File: config.mk
export PLATFORM = sky130hd
export DESIGN_NAME = debug_sequencer_flat
export DESIGN_NICKNAME = d
export VERILOG_FILES = /design/src/rtl/debug_sequencer_if.sv /design/src/rtl/debug_sequencer.sv /design/src/flat_wrapper.sv
export SDC_FILE = /design/constraint.sdc
export NUM_CORES = 1
export LEC_CHECK = 0
export BUFFER_PORTS_ARGS = -buffer_cell sky130_fd_sc_hd__buf_2
export CELL_PAD_IN_SITES_DETAIL_PLACEMENT = 0
export CELL_PAD_IN_SITES_GLOBAL_PLACEMENT = 1
export CORE_ASPECT_RATIO = 1.5
export CORE_UTILIZATION = 44
export CTS_CLUSTER_SIZE = 25
export DETAILED_ROUTE_END_ITERATION = 8
export MAX_ROUTING_LAYER = met4
export PLACE_DENSITY_LB_ADDON = 0.08
export SYNTH_ARGS = -nofsm -noshare
export SYNTH_HDL_FRONTEND = slang
export SYNTH_SLANG_ARGS = --single-unit
File: constraint.sdc
create_clock -name CLK -period 4.1 [get_ports CLK]
set_input_delay 0.205 -clock CLK [delete_from_list [all_inputs] [get_ports CLK]]
set_output_delay 0.205 -clock CLK [all_outputs]
set_load 0.03 [all_outputs]
File: src/rtl/debug_sequencer_if.sv
// Command/response, core-handshake and debug-strobe signals of debug_sequencer.
// master = command issuer plus core side, slave = the sequencer.
interface debug_sequencer_if #(
  parameter int ADDR_W = 4
);
  logic              CMD_VALID;
  logic              CMD_READY;
  logic [1:0]        CMD_OP;
  logic [ADDR_W-1:0] CMD_ADDR;
  logic [7:0]        CMD_DATA;

  logic              RSP_VALID;
  logic [7:0]        RSP_DATA;
  logic              RSP_ERR;

  logic              DEBUG_REQUEST;
  logic              DEBUG_ACK;
  logic [7:0]        DEBUG_DATA;
  logic              D_DOn;
  logic              D_MIn;
  logic              D_ROn;
  logic              D_Jn;
  logic              D_RI;
  logic [7:0]        BUS;

  modport master (
    output CMD_VALID, CMD_OP, CMD_ADDR, CMD_DATA, DEBUG_ACK, BUS,
    input  CMD_READY, RSP_VALID, RSP_DATA, RSP_ERR,
    input  DEBUG_REQUEST, DEBUG_DATA, D_DOn, D_MIn, D_ROn, D_Jn, D_RI
  );

  modport slave (
    input  CMD_VALID, CMD_OP, CMD_ADDR, CMD_DATA, DEBUG_ACK, BUS,
    output CMD_READY, RSP_VALID, RSP_DATA, RSP_ERR,
    output DEBUG_REQUEST, DEBUG_DATA, D_DOn, D_MIn, D_ROn, D_Jn, D_RI
  );
endinterface

File: src/rtl/debug_sequencer.sv
// Debug sequencer: takes core bus ownership and runs memory write/read or PC load.
// Optional REQ timeout enabled by defining DEBUG_SEQ_TIMEOUT_EN.
//
// state   | meaning
// IDLE    | ready for a command
// REQ     | DEBUG_REQUEST high, waiting for DEBUG_ACK
// ADDR    | address driven into MAR
// DATA    | write data driven into RAM
// READ    | RAM driven onto bus, captured at end of cycle
// JUMP    | address driven into PC
// RELEASE | request dropped, waiting for DEBUG_ACK low
// RESP    | one-cycle response pulse
module debug_sequencer #(
  parameter int ADDR_W  = 4,
  parameter int TIMEOUT = 255
) (
  input logic               CLK,
  input logic               RESETn,
  debug_sequencer_if.slave  dbg
);

  if (TIMEOUT < 1 || TIMEOUT > 255 || ADDR_W < 1 || ADDR_W > 8) begin : g_bad_param
    $error("debug_sequencer: TIMEOUT must be 1..255 and ADDR_W 1..8");
  end

  typedef enum logic [2:0] {
    S_IDLE,
    S_REQ,
    S_ADDR,
    S_DATA,
    S_READ,
    S_JUMP,
    S_RELEASE,
    S_RESP
  } state_t;

  typedef struct packed {
    logic       ready;
    logic       valid;
    logic       req;
    logic [7:0] dd;
    logic       do_n;
    logic       mi_n;
    logic       ro_n;
    logic       j_n;
    logic       ri;
  } ctl_t;

  localparam logic [1:0] OP_WRITE = 2'b00;
  localparam logic [1:0] OP_SETPC = 2'b10;
  localparam logic [1:0] OP_RSVD  = 2'b11;

  state_t     state;
  ctl_t       ctl_q;
  logic [1:0] op_q;
  logic [7:0] addr_q;
  logic [7:0] data_q;
  logic       err_q;
  logic       rsp_err_q;
  logic [7:0] rsp_data_q;

`ifdef DEBUG_SEQ_TIMEOUT_EN
  localparam logic [7:0] TO_LAST = 8'(TIMEOUT - 1);
  logic [7:0] to_cnt;
`endif

  // Output image of a state; registered together with the state so strobes are glitch-free.
  function automatic ctl_t ctl_for(state_t s, logic [7:0] a, logic [7:0] d);
    ctl_t c;
    c = '{ready: 1'b0, valid: 1'b0, req: 1'b0, dd: 8'h00,
          do_n: 1'b1, mi_n: 1'b1, ro_n: 1'b1, j_n: 1'b1, ri: 1'b0};
    case (s)
      S_IDLE:  c.ready = 1'b1;
      S_REQ:   c.req = 1'b1;
      S_ADDR:  begin c.req = 1'b1; c.dd = a; c.do_n = 1'b0; c.mi_n = 1'b0; end
      S_DATA:  begin c.req = 1'b1; c.dd = d; c.do_n = 1'b0; c.ri = 1'b1; end
      S_READ:  begin c.req = 1'b1; c.ro_n = 1'b0; end
      S_JUMP:  begin c.req = 1'b1; c.dd = a; c.do_n = 1'b0; c.j_n = 1'b0; end
      S_RESP:  c.valid = 1'b1;
      default: c.ready = 1'b0;
    endcase
    return c;
  endfunction

  always_ff @(posedge CLK or negedge RESETn) begin
    if (!RESETn) begin
      state      <= S_IDLE;
      ctl_q      <= ctl_for(S_IDLE, 8'h00, 8'h00);
      op_q       <= 2'b00;
      addr_q     <= 8'h00;
      data_q     <= 8'h00;
      err_q      <= 1'b0;
      rsp_err_q  <= 1'b0;
      rsp_data_q <= 8'h00;
`ifdef DEBUG_SEQ_TIMEOUT_EN
      to_cnt     <= 8'h00;
`endif
    end else begin
      rsp_err_q <= 1'b0;
      case (state)
        S_IDLE: begin
          if (dbg.CMD_VALID) begin
            op_q       <= dbg.CMD_OP;
            addr_q     <= 8'(dbg.CMD_ADDR);
            data_q     <= dbg.CMD_DATA;
            rsp_data_q <= 8'h00;
            if (dbg.CMD_OP == OP_RSVD) begin
              state     <= S_RESP;
              ctl_q     <= ctl_for(S_RESP, addr_q, data_q);
              err_q     <= 1'b1;
              rsp_err_q <= 1'b1;
            end else begin
              state <= S_REQ;
              ctl_q <= ctl_for(S_REQ, addr_q, data_q);
              err_q <= 1'b0;
`ifdef DEBUG_SEQ_TIMEOUT_EN
              to_cnt <= 8'h00;
`endif
            end
          end
        end

        S_REQ: begin
          if (dbg.DEBUG_ACK) begin
            if (op_q == OP_SETPC) begin
              state <= S_JUMP;
              ctl_q <= ctl_for(S_JUMP, addr_q, data_q);
            end else begin
              state <= S_ADDR;
              ctl_q <= ctl_for(S_ADDR, addr_q, data_q);
            end
          end
`ifdef DEBUG_SEQ_TIMEOUT_EN
          // Core never answered: give up without a RELEASE handshake.
          else if (to_cnt == TO_LAST) begin
            state     <= S_RESP;
            ctl_q     <= ctl_for(S_RESP, addr_q, data_q);
            err_q     <= 1'b1;
            rsp_err_q <= 1'b1;
          end else begin
            to_cnt <= to_cnt + 8'd1;
          end
`endif
        end

        S_ADDR: begin
          if (!dbg.DEBUG_ACK) begin
            state <= S_RELEASE;
            ctl_q <= ctl_for(S_RELEASE, addr_q, data_q);
            err_q <= 1'b1;
          end else if (op_q == OP_WRITE) begin
            state <= S_DATA;
            ctl_q <= ctl_for(S_DATA, addr_q, data_q);
          end else begin
            state <= S_READ;
            ctl_q <= ctl_for(S_READ, addr_q, data_q);
          end
        end

        S_DATA, S_READ, S_JUMP: begin
          if (state == S_READ) begin
            rsp_data_q <= dbg.BUS;
          end
          if (!dbg.DEBUG_ACK) begin
            err_q <= 1'b1;
          end
          state <= S_RELEASE;
          ctl_q <= ctl_for(S_RELEASE, addr_q, data_q);
        end

        S_RELEASE: begin
          if (!dbg.DEBUG_ACK) begin
            state     <= S_RESP;
            ctl_q     <= ctl_for(S_RESP, addr_q, data_q);
            rsp_err_q <= err_q;
          end
        end

        S_RESP: begin
          state      <= S_IDLE;
          ctl_q      <= ctl_for(S_IDLE, addr_q, data_q);
          rsp_data_q <= 8'h00;
        end

        default: begin
          state <= S_IDLE;
          ctl_q <= ctl_for(S_IDLE, addr_q, data_q);
        end
      endcase
    end
  end

  assign dbg.CMD_READY     = ctl_q.ready;
  assign dbg.RSP_VALID     = ctl_q.valid;
  assign dbg.RSP_ERR       = rsp_err_q;
  assign dbg.RSP_DATA      = rsp_data_q;
  assign dbg.DEBUG_REQUEST = ctl_q.req;
  assign dbg.DEBUG_DATA    = ctl_q.dd;
  assign dbg.D_DOn         = ctl_q.do_n;
  assign dbg.D_MIn         = ctl_q.mi_n;
  assign dbg.D_ROn         = ctl_q.ro_n;
  assign dbg.D_Jn          = ctl_q.j_n;
  assign dbg.D_RI          = ctl_q.ri;

endmodule

File: src/flat_wrapper.sv
// flat-port wrapper written by rule: the top's interface ports become plain ports
module debug_sequencer_flat 
#(
  parameter int ADDR_W  = 4,
  parameter int TIMEOUT = 255
)
  (CLK, RESETn, dbg_CMD_VALID, dbg_CMD_OP, dbg_CMD_ADDR, dbg_CMD_DATA, dbg_DEBUG_ACK, dbg_BUS, dbg_CMD_READY, dbg_RSP_VALID, dbg_RSP_DATA, dbg_RSP_ERR, dbg_DEBUG_REQUEST, dbg_DEBUG_DATA, dbg_D_DOn, dbg_D_MIn, dbg_D_ROn, dbg_D_Jn, dbg_D_RI);
  debug_sequencer_if #(.ADDR_W(ADDR_W)) dbg_i ();
  input logic CLK;
  input logic RESETn;
  input wire logic [$bits(dbg_i.CMD_VALID)-1:0] dbg_CMD_VALID;
  input wire logic [$bits(dbg_i.CMD_OP)-1:0] dbg_CMD_OP;
  input wire logic [$bits(dbg_i.CMD_ADDR)-1:0] dbg_CMD_ADDR;
  input wire logic [$bits(dbg_i.CMD_DATA)-1:0] dbg_CMD_DATA;
  input wire logic [$bits(dbg_i.DEBUG_ACK)-1:0] dbg_DEBUG_ACK;
  input wire logic [$bits(dbg_i.BUS)-1:0] dbg_BUS;
  output wire logic [$bits(dbg_i.CMD_READY)-1:0] dbg_CMD_READY;
  output wire logic [$bits(dbg_i.RSP_VALID)-1:0] dbg_RSP_VALID;
  output wire logic [$bits(dbg_i.RSP_DATA)-1:0] dbg_RSP_DATA;
  output wire logic [$bits(dbg_i.RSP_ERR)-1:0] dbg_RSP_ERR;
  output wire logic [$bits(dbg_i.DEBUG_REQUEST)-1:0] dbg_DEBUG_REQUEST;
  output wire logic [$bits(dbg_i.DEBUG_DATA)-1:0] dbg_DEBUG_DATA;
  output wire logic [$bits(dbg_i.D_DOn)-1:0] dbg_D_DOn;
  output wire logic [$bits(dbg_i.D_MIn)-1:0] dbg_D_MIn;
  output wire logic [$bits(dbg_i.D_ROn)-1:0] dbg_D_ROn;
  output wire logic [$bits(dbg_i.D_Jn)-1:0] dbg_D_Jn;
  output wire logic [$bits(dbg_i.D_RI)-1:0] dbg_D_RI;
  assign dbg_i.CMD_VALID = dbg_CMD_VALID;
  assign dbg_i.CMD_OP = dbg_CMD_OP;
  assign dbg_i.CMD_ADDR = dbg_CMD_ADDR;
  assign dbg_i.CMD_DATA = dbg_CMD_DATA;
  assign dbg_i.DEBUG_ACK = dbg_DEBUG_ACK;
  assign dbg_i.BUS = dbg_BUS;
  assign dbg_CMD_READY = dbg_i.CMD_READY;
  assign dbg_RSP_VALID = dbg_i.RSP_VALID;
  assign dbg_RSP_DATA = dbg_i.RSP_DATA;
  assign dbg_RSP_ERR = dbg_i.RSP_ERR;
  assign dbg_DEBUG_REQUEST = dbg_i.DEBUG_REQUEST;
  assign dbg_DEBUG_DATA = dbg_i.DEBUG_DATA;
  assign dbg_D_DOn = dbg_i.D_DOn;
  assign dbg_D_MIn = dbg_i.D_MIn;
  assign dbg_D_ROn = dbg_i.D_ROn;
  assign dbg_D_Jn = dbg_i.D_Jn;
  assign dbg_D_RI = dbg_i.D_RI;
  debug_sequencer #(.ADDR_W(ADDR_W), .TIMEOUT(TIMEOUT)) u_core (.CLK(CLK), .RESETn(RESETn), .dbg(dbg_i));
endmodule
==> metrics.csv <==
metric,value,unit
run_status,"finished, final reports clean",
met2_length,2.25,mm
worstRegToRegCells,2,
syn_area_per_cell,13.2,um2
yosysUniqueCellTypes,45,
placedInstanceArea,2180,um2
first_pass_iters,4,
ys_seq_elements,43,
die_y,83.5,um
clock-sinks,43,
startpoint_type,register,
cts_tree,yes,
fmax,0.462,GHz
yosysSeqAreaShare,0.555,
synthMostInstantiatedCell,dfrtp_1,
synth_fp_nets,174,
cts.path.max_buffers,2,
tns,0,ps
initial_utilization,0.459,
critPathSlowestCell,nor4b_4,
nets,221,
h-tree-depth,2,
cp_top_family,simple AND/OR/NAND/NOR gates,
drive_gt1_frac,0.434,
vdd_drop_max,0.506,mV
hold_viol,0,
setup_viol,0,
die_area,4710,um2
worstPathMaxFanout,20,
synthTopCellsByArea,"dfrtp_1 49%, mux2_2 10%, dfstp_2 6.7%",
synth_ff_type,dfrtp_1,
antenna_found_initial,0,
grt_max_degree,44,
tightest_slew,1060,ps
ys_async_sr_fraction,1.00,
wl_per_cell,17.5,um
io_pins,51,
yosys-top-cells-count,"38 x dfrtp_1, 18 x mux2_2, 12 x a22o_1",
cts-root-buf,clkbuf_8,
cts_setup_buffers,0,
r2r_start,u_core.state[1]$_DFFE_PN0P_,
leakagePower,1.08,nW
clk_latency,290,ps
routed_wl,4.23,mm
diodes,0,
drv_slew,0,
synth-edff-count,0,
wl_met3,136,um
r2r_end,u_core.data_q[2]$_DFFE_PN0P_,
top_layer,met4,
core-area,4250,um2
io_buffers,50,
cpPeakStageDelay,1000,ps
cts_resized,0,
crit_arrival,2330,ps
drv_cap,0,
synth_largest_area_cell,dfrtp_1,
crit_type,reg -> reg,
rows,29,
dieWidth,56.4,um
syn_area,1950,um2
fin_worst_skew,9.22,ps
drc_errors,0,
end_kind,register,
routed_via_density,5.71,
final_antenna_net_count,0,
cts_buffers,5,
grt_pass1_vias,1457,
grt_util_all_layers,0.198,
design_area,2260,um2
required,4270,ps
clkTransAtPathRegs,80,ps
holdBufCountCts,0,
holdCritPathClass,in -> async,
place_ws,1960,ps
min_period,2170,ps
cp_num_buf_inv,0,
grt.overflow.total,0,
wl_met1,1.78,mm
drtIter0Drc,47,
slew_headroom,0.288,
cp_cell_sequence,nor4b_4 > mux2_2,
fin_ws,1930,ps
syn_to_final_growth,15.7,%
whs,54.6,ps
p_per_area,745,nW/um2
finalCritPeriodShare,0.528,
syn-instance-count,148,
vias,1382,
dp_hpwl,2.93,mm
ys_warn_count,0,
routabilityCongestion,0.761,
grt_pass1_wl,6.98,mm
yosysTopAreaCellShare,0.487,
ff2ff_setup_slack,1930,ps
rsz0062_at_grt,false,
==> metal layers <==
metal / GRT usage / up-vias
met4: 0.0643 / 0
met1: 0.241 / 690
met5: - / -
li1: - / 654
met2: 0.333 / 33
met3: 0.0326 / 5
==> worst max-delay path by stage <==
| stage | startpoint | end | slack [ps] | cells after the start |
|---|---|---|---|---|
| after detailed placement | u_core.state[0]$_DFFE_PN0P_ | u_core.data_q[2]$_DFFE_PN0P_ | 1960 | 2 |
| after floorplan | u_core.state[0]$_DFFE_PN0P_ | u_core.dbg.DEBUG_REQUEST$_DFFE_PN0P_ | 2500 | 4 |
| after global routing | u_core.state[1]$_DFFE_PN0P_ | u_core.state[2]$_DFFE_PN0P_ | 1790 | 3 |
| final | u_core.state[1]$_DFFE_PN0P_ | u_core.data_q[2]$_DFFE_PN0P_ | 1930 | 2 |
| after global placement | u_core.state[0]$_DFFE_PN0P_ | u_core.data_q[7]$_DFFE_PN0P_ | 2060 | 2 |
| after CTS | u_core.state[1]$_DFFE_PN0P_ | u_core.data_q[2]$_DFFE_PN0P_ | 1940 | 2 |
==> cell usage in the layout (no fill, tap or decap), drive strengths merged <==
| master | synthesis | layout |
|---|---|---|
| mux2 | 19 | 19 |
| nand4b | 1 | 1 |
| or4b | 1 | 1 |
| a21o | 1 | 1 |
| o211ai | 1 | 1 |
| nor4bb | 2 | 2 |
| o221a | 1 | 1 |
| nor3b | 2 | 2 |
| dfrtp | 38 | 38 |
| nand2b | 1 | 1 |
| nand2 | 3 | 3 |
| a32oi | 4 | 4 |
| nor2 | 3 | 3 |
| a211o | 1 | 1 |
| buf | 7 | 50 |
| or2 | 1 | 1 |
| a31oi | 2 | 2 |
| o21ai | 4 | 4 |
| nor3 | 3 | 3 |
| nor2b | 2 | 2 |
| o21bai | 1 | 1 |
| o22ai | 1 | 1 |
| or4 | 1 | 1 |
| nor4b | 1 | 1 |
| a22o | 12 | 12 |
| and2 | 2 | 2 |
| dfstp | 5 | 5 |
| nand3 | 3 | 3 |
| nand3b | 2 | 2 |
| or4bb | 1 | 1 |
| o211a | 1 | 1 |
| inv | 3 | 3 |
| clkbuf | 3 | 8 |
| a21oi | 6 | 6 |
| and3b | 2 | 2 |
| a32o | 1 | 1 |
| o2bb2ai | 4 | 4 |
| nand4 | 1 | 1 |
| o21a | 1 | 1 |
==> kinds of logic after synthesis <==
| logic type | after synthesis | synth area share |
|---|---|---|
| AOI/OAI and AO/OA | 41 | 0.161 |
| buffers and inverters | 13 | 0.0475 |
| and+or+nand+nor | 32 | 0.127 |
| muxes | 19 | 0.110 |
| DFF | 43 | 0.555 |
==> per-stage QoR <==
stage,util,std cells,total power [W]
6_report,0.532,242,0.00168
5_1_grt,0.532,242,0.00179
4_1_cts,0.532,242,0.00170
3_5_place_dp,0.513,234,0.00144
3_3_place_gp,0.513,234,0.00141
2_1_floorplan,-,148,0.00128
==> sequential cells by signal, summed over array words and instances, names as in the netlist <==
name	flops
u_core.dbg.RSP_ERR	1
u_core.err_q	1
u_core.data_q	8
u_core.dbg.CMD_READY	1
u_core.dbg.DEBUG_DATA	8
u_core.dbg.D_ROn	1
u_core.dbg.D_DOn	1
u_core.dbg.DEBUG_REQUEST	1
u_core.dbg.RSP_VALID	1
u_core.dbg.D_Jn	1
u_core.state	3
u_core.op_q	2
u_core.dbg.D_MIn	1
u_core.dbg.RSP_DATA	8
u_core.dbg.D_RI	1
u_core.addr_q	4
==> area by class of cell <==
type	count	area [um2]
flip-flops and latches	43	1080
well taps	46	57.6
repair buffers	50	250
fillers	408	1990
multi-input cells	92	776
clock buffers	8	80.1
inverters	3	11.3
==> power by group <==
part	internal [W]	total [W]	switching, W
Clock	0.000121	0.000254	0.000133
Sequential	0.000593	0.000757	0.000164
Combinational	0.000280	0.000671	0.000391
(Power assumes the default switching activity.)
